File: src/rtl/apb3_pkg.sv
// Shared types for the APB3 master bridge: FSM state encoding and the
// response record handed back on the rsp stream.
package apb3_pkg;

  localparam int APB3_DEF_DW = 32;

  typedef enum logic [1:0] {
    IDLE,
    SETUP,
    ACCESS,
    RESP
  } apb3_mst_state_e;

  typedef struct packed {
    logic [APB3_DEF_DW-1:0] rdata;
    logic                   err;
    logic                   timeout;
  } apb3_rsp_t;

endpackage

File: src/rtl/apb3_timeout_cnt.sv
// Counts consecutive ACCESS cycles without pready and flags the cycle in
// which the budget runs out; TIMEOUT_CYCLES=0 means never expire.
module apb3_timeout_cnt #(
  parameter int TIMEOUT_CYCLES = 256
) (
  input  logic clk,
  input  logic rst,
  input  logic clr,
  input  logic inc,
  output logic expired
);

  // Keep the counter at least one bit wide so the disabled case still elaborates.
  localparam int CNT_W = (TIMEOUT_CYCLES > 0) ? $clog2(TIMEOUT_CYCLES + 1) : 1;
  localparam int LIMIT = (TIMEOUT_CYCLES > 0) ? TIMEOUT_CYCLES - 1 : 0;

  logic [CNT_W-1:0] cnt;

  always_ff @(posedge clk) begin
    if (rst || clr) begin
      cnt <= '0;
    end else if (inc) begin
      cnt <= cnt + CNT_W'(1);
    end
  end

  // Fires during the Nth stalled cycle, i.e. when N-1 stalls were already counted.
  assign expired = (TIMEOUT_CYCLES != 0) && inc && (cnt == CNT_W'(LIMIT));

endmodule

File: src/rtl/apb3_master_bridge.sv
// Turns a valid/ready command stream into single APB3 transfers and returns
// each result (data, slave error, timeout abort) on a valid/ready response stream.
module apb3_master_bridge
  import apb3_pkg::*;
#(
  parameter int APB_AW         = 20,
  parameter int APB_DW         = APB3_DEF_DW,
  parameter int TIMEOUT_CYCLES = 256
) (
  input  logic              clk,
  input  logic              rst,
  input  logic              cmd_valid,
  output logic              cmd_ready,
  input  logic              cmd_write,
  input  logic [APB_AW-1:0] cmd_addr,
  input  logic [APB_DW-1:0] cmd_wdata,
  output logic              rsp_valid,
  input  logic              rsp_ready,
  output logic [APB_DW-1:0] rsp_rdata,
  output logic              rsp_err,
  output logic              rsp_timeout,
  output logic [APB_AW-1:0] m_apb3_paddr,
  output logic              m_apb3_psel,
  output logic              m_apb3_penable,
  output logic              m_apb3_pwrite,
  output logic [APB_DW-1:0] m_apb3_pwdata,
  input  logic              m_apb3_pready,
  input  logic [APB_DW-1:0] m_apb3_prdata,
  input  logic              m_apb3_pslverror
);

  apb3_mst_state_e state;
  apb3_rsp_t       rsp_q;
  logic            timeout_hit;

  apb3_timeout_cnt #(
    .TIMEOUT_CYCLES(TIMEOUT_CYCLES)
  ) u_timeout (
    .clk    (clk),
    .rst    (rst),
    .clr    (state == SETUP),
    .inc    ((state == ACCESS) && !m_apb3_pready),
    .expired(timeout_hit)
  );

  // NOTE: every register here is updated with <= so all next-state terms read
  // the pre-edge values, regardless of statement order.
  always_ff @(posedge clk) begin
    if (rst) begin
      state          <= IDLE;
      cmd_ready      <= 1'b0;
      rsp_valid      <= 1'b0;
      rsp_q          <= '0;
      m_apb3_paddr   <= '0;
      m_apb3_psel    <= 1'b0;
      m_apb3_penable <= 1'b0;
      m_apb3_pwrite  <= 1'b0;
      m_apb3_pwdata  <= '0;
    end else begin
      case (state)
        IDLE: begin
          if (cmd_ready && cmd_valid) begin
            m_apb3_paddr  <= cmd_addr;
            m_apb3_pwrite <= cmd_write;
            m_apb3_pwdata <= cmd_wdata;
            m_apb3_psel   <= 1'b1;
            cmd_ready     <= 1'b0;
            state         <= SETUP;
          end else begin
            cmd_ready <= 1'b1;
          end
        end
        SETUP: begin
          m_apb3_penable <= 1'b1;
          state          <= ACCESS;
        end
        ACCESS: begin
          // A ready slave wins over an expiring budget in the same cycle.
          if (m_apb3_pready) begin
            rsp_q.rdata    <= m_apb3_pwrite ? '0 : APB3_DEF_DW'(m_apb3_prdata);
            rsp_q.err      <= m_apb3_pslverror;
            rsp_q.timeout  <= 1'b0;
            m_apb3_psel    <= 1'b0;
            m_apb3_penable <= 1'b0;
            rsp_valid      <= 1'b1;
            state          <= RESP;
          end else if (timeout_hit) begin
            rsp_q.rdata    <= '0;
            rsp_q.err      <= 1'b1;
            rsp_q.timeout  <= 1'b1;
            m_apb3_psel    <= 1'b0;
            m_apb3_penable <= 1'b0;
            rsp_valid      <= 1'b1;
            state          <= RESP;
          end
        end
        RESP: begin
          if (rsp_ready) begin
            rsp_valid <= 1'b0;
            cmd_ready <= 1'b1;
            state     <= IDLE;
          end
        end
        default: state <= IDLE;
      endcase
    end
  end

  assign rsp_rdata   = APB_DW'(rsp_q.rdata);
  assign rsp_err     = rsp_q.err;
  assign rsp_timeout = rsp_q.timeout;

endmodule

File: config.mk
export PLATFORM = sky130hd
export DESIGN_NAME = apb3_master_bridge
export DESIGN_NICKNAME = d
export VERILOG_FILES = /design/src/rtl/apb3_pkg.sv /design/src/rtl/apb3_timeout_cnt.sv /design/src/rtl/apb3_master_bridge.sv
export SDC_FILE = /design/constraint.sdc
export NUM_CORES = 1
export LEC_CHECK = 0
export CAP_MARGIN = 10
export CELL_PAD_IN_SITES_DETAIL_PLACEMENT = 2
export CELL_PAD_IN_SITES_GLOBAL_PLACEMENT = 2
export CORE_MARGIN = 8
export CORE_UTILIZATION = 22
export DETAILED_ROUTE_END_ITERATION = 8
export GPL_ROUTABILITY_DRIVEN = 0
export HOLD_SLACK_MARGIN = 0.03
export PLACE_DENSITY_LB_ADDON = 0.1
export SETUP_SLACK_MARGIN = 0.02
export SLEW_MARGIN = 5
export SYNTH_ARGS = -nofsm -noshare
export SYNTH_HDL_FRONTEND = slang
export SYNTH_SLANG_ARGS = --single-unit
File: constraint.sdc
create_clock -name clk -period 2 [get_ports clk]
set_input_delay 0.5 -clock clk [delete_from_list [all_inputs] [get_ports clk]]
set_output_delay 0.5 -clock clk [all_outputs]
set_load 0.1 [all_outputs]
==> metrics.log <==
[metrics] outcome: completed
[metrics] number of flip-flops and latches in the synthesized netlist: 102
[metrics] area added between synthesis and finish: 60.4%
[metrics] static leakage power: 2.36 nW
[metrics] number of primary I/O pins: 182
[metrics] placed cell count: 856
[metrics] final critical path time including I/O delays and setup: 1790 ps
[metrics] top-area cell type share of the netlist area: 53.4%
[metrics] wire length of the first global-routing pass: 24200 µm
[metrics] effective utilization at floorplan: 22.3%
[metrics] number of global-route vias before repair: 4459
[metrics] synthesized area: 3820 µm²
[metrics] DP Wirelength: 11500 µm
[metrics] DRC viols: 0
[metrics] launching instance or port of the critical path: u_timeout.cnt[0]
[metrics] Setup TNS: 0 ps
[metrics] cell types with the largest area share after synthesis: sky130_fd_sc_hd__dfxtp_1, sky130_fd_sc_hd__nand2_1, sky130_fd_sc_hd__a21oi_1
[metrics] prevailing post-synth register cell: sky130_fd_sc_hd__dfxtp_1
[metrics] number of buffers inserted by hold repair at cts: 0
[metrics] iteration-0 DRC count of the detailed router: 83
[metrics] number of warning messages in the yosys log: 0
[metrics] cells resized by post-CTS repair: 0
[metrics] Max IR drop VDD: 453 µV
[metrics] final layout net count: 740
[metrics] Hold Startpoint: rsp_rdata[12]
[metrics] Die Span X: 148 µm
[metrics] number of sinks handled by clock tree synthesis: 102
[metrics] relative slew slack: 70.2%
[metrics] post-route cell area: 6140 µm²
[metrics] area of the multi-input gates: 1610 µm²
[metrics] floorplan core area: 17200 µm²
[metrics] Worst Hold Depth: 2
[metrics] mean instance size in the synthesized netlist: 8.14 µm²
[metrics] worst reg2reg path startpoint: u_timeout.cnt[0]
[metrics] deepest level of the CTS H-tree: 3
[metrics] Slew Limit Fails: 0
[metrics] cell repeated most along the worst path: sky130_fd_sc_hd__ha_1
[metrics] CP cell instances: ha_1, nand2_1, nor3_1, ha_1, o21a_2, buf_12, nand3_1, a21oi_1
[metrics] period utilization: 89.6%
[metrics] clock edge transition at the registers on the reported setup and hold paths: 70 ps
[metrics] final WL: 15200 µm
[metrics] routed length per placed instance: 17.4 µm
[metrics] number of hold-slack violations in the final timing report: 0
[metrics] maximum count of clock buffers along a single path: 2
[metrics] power after layout: 7.39 mW
[metrics] Clock Latency Late Sink: 340 ps
[metrics] worst-margin pin slew: 446 ps
[metrics] kind of start point of the critical path: flop
[metrics] count of max-cap constraint violations: 0
[metrics] cell chosen for the clock root: sky130_fd_sc_hd__clkbuf_16
[metrics] number of fill cells: 1978
[metrics] critical path class: flop to flop
[metrics] setup clock skew after layout: 11.2 ps
[metrics] setup bufs post-CTS: 0
[metrics] count of flip-flops with a built-in enable after synthesis: 0
[metrics] number of nets with antenna violations after detailed routing: 0
[metrics] maximum number of pins on one net before global-route repair: 41
[metrics] worst reg2reg path depth: 8
[metrics] library cell contributing the largest single delay on the critical path: sky130_fd_sc_hd__dfxtp_1
[metrics] count of vias placed by the detailed router: 3921
[metrics] Overall Global Routing Usage: 14.0%
[metrics] detailed-routing iteration count for the pre-antenna-repair pass: 4
[metrics] # rows: 48
[metrics] die extent in y: 148 µm
[metrics] area taken by flip-flops and latches: 2040 µm²
[metrics] Worst Path Arrival: 2060 ps
[metrics] setup repair after global routing missed its margin: no
[metrics] peak per-stage delay on the critical path: 340 ps
[metrics] endpoint class of the critical path: flop
[metrics] power density normalized to cell area: 1200 nW/µm²
[metrics] sequential share of the synthesized area: 53.4%
[metrics] post-detailed-placement cell area: 5830 µm²
[metrics] antenna violations before repair: 1
[metrics] Fmax achieved: 0.558 GHz
[metrics] number of standard cells in the final layout excluding fillers: 872
[metrics] critical path required time: 2270 ps
[metrics] TritonCTS clock tree: yes
[metrics] Inserted Clock Buffers: 9
[metrics] number of nets produced by synthesis: 568
[metrics] floorplan die area: 21900 µm²
[metrics] Final Setup Violations: 0
[metrics] cell count after synthesis: 470
[metrics] cell type with the largest total area after synthesis: sky130_fd_sc_hd__dfxtp_1
[metrics] quantity of I/O buffers inserted on ports: 181
[metrics] proportion of layout cells with a drive suffix above 1: 20.6%
[metrics] Async SR Flop Fraction: 0%
[metrics] final global-route overflow total: 0
[metrics] Distinct cells, synth: 40
[metrics] routed vias/inst: 4.50
[metrics] worst hold path type: flop to flop
[metrics] utilization after layout: 35.7%
[metrics] largest fanout on the critical path: 19
## layer usage
metal	track usage [%]	routed length, µm	vias up
met4	5.41	233	0
met2	25.1	7840	96
met1	14.2	5880	1907
met3	5.56	1270	13
met5	0	0	-
li1	-	-	1905
## synthesized netlist by cell type, types with 2 or more instances
| master | count |
|---|---|
| sky130_fd_sc_hd__ha_1 | 7 |
| sky130_fd_sc_hd__nand2_1 | 143 |
| sky130_fd_sc_hd__dfxtp_1 | 102 |
| sky130_fd_sc_hd__nor3_1 | 4 |
| sky130_fd_sc_hd__nor2_1 | 8 |
| sky130_fd_sc_hd__a21oi_1 | 95 |
| sky130_fd_sc_hd__o21ai_0 | 3 |
| sky130_fd_sc_hd__nand2b_1 | 2 |
| sky130_fd_sc_hd__nand3_1 | 34 |
| sky130_fd_sc_hd__clkbuf_1 | 17 |
| sky130_fd_sc_hd__or2_2 | 2 |
| sky130_fd_sc_hd__a211oi_1 | 3 |
| sky130_fd_sc_hd__inv_1 | 5 |
| sky130_fd_sc_hd__xnor2_1 | 2 |
| sky130_fd_sc_hd__buf_1 | 3 |
| sky130_fd_sc_hd__or3_1 | 3 |
| sky130_fd_sc_hd__buf_2 | 14 |
## path summary, 6_finish.rpt
path,endpoint,slack (ps)
setup reg to reg,rsp_rdata[14],210
setup / recovery,rsp_rdata[14],210
hold reg to reg,rsp_rdata[12],460
hold / removal,rsp_rdata[12],460
## final cells by class
class,count,share of cell area [%]
Clock buffer,12,4.18
Timing Repair Buffer,197,30.6
Inverter,5,0.306
Antenna cell,1,0.0408
Multi-Input combinational cell,327,26.3
Tap cell,225,4.59
Sequential cell,102,33.3
Clock inverter,3,0.714
## placed cells by master (no fill, tap or decap), types with 2 or more instances in the layout
cell / count
sky130_fd_sc_hd__nor2_1: 8
sky130_fd_sc_hd__nand2b_1: 2
sky130_fd_sc_hd__nor3_1: 4
sky130_fd_sc_hd__xnor2_1: 2
sky130_fd_sc_hd__ha_1: 7
sky130_fd_sc_hd__nand3_1: 33
sky130_fd_sc_hd__dfxtp_1: 102
sky130_fd_sc_hd__a21oi_1: 95
sky130_fd_sc_hd__inv_1: 5
sky130_fd_sc_hd__a211oi_1: 3
sky130_fd_sc_hd__nand2_1: 143
sky130_fd_sc_hd__or3_1: 3
sky130_fd_sc_hd__or2_2: 2
sky130_fd_sc_hd__clkbuf_16: 9
sky130_fd_sc_hd__o21ai_0: 3
sky130_fd_sc_hd__buf_12: 14
sky130_fd_sc_hd__clkbuf_8: 2
sky130_fd_sc_hd__clkdlybuf4s50_1: 89
sky130_fd_sc_hd__buf_4: 94
## per-stage QoR
step                      hold WS, ps  setup slack, ps
final                             457              209
after global routing              473             43.0
after CTS                         464             66.9
after detailed placement          453            -33.8
after global placement            438            -10.7
after floorplan                   452             64.8
## logic make-up after synthesis
kind of cell	share of synthesized area, %
AND/OR/NAND/NOR	23.6
AO/OA/AOI/OAI	15.3
flip-flops	53.4
buffers and inverters	4.78
adder cells (fa/ha/maj)	2.29
XOR/XNOR	0.458
multiplexers	0.262
## worst max-delay path, delay by kind of cell, from the launching register on
kind / cells / cell delay [ps]
AND/OR/NAND/NOR: 3 / 370
AO/OA/AOI/OAI: 2 / 390
buffers and inverters: 1 / 180
flip-flops: 1 / 340
adder cells (fa/ha/maj): 2 / 440
## where the power goes
group,switching (mW),internal (mW)
clock,0.774,1.03
combinational,2.29,0.866
sequential,0.159,2.26
total,3.23,4.16
## state kept, by name (all words and copies together) (netlist names)
signal / flops
m_apb3_pwdata: 32
rsp_rdata: 32
m_apb3_paddr: 20
u_timeout.cnt: 9
state: 2
cmd_ready: 1
m_apb3_penable: 1
m_apb3_psel: 1
m_apb3_pwrite: 1
rsp_err: 1
rsp_timeout: 1
rsp_valid: 1
No activity file was read; power rests on OpenSTA's default activity.
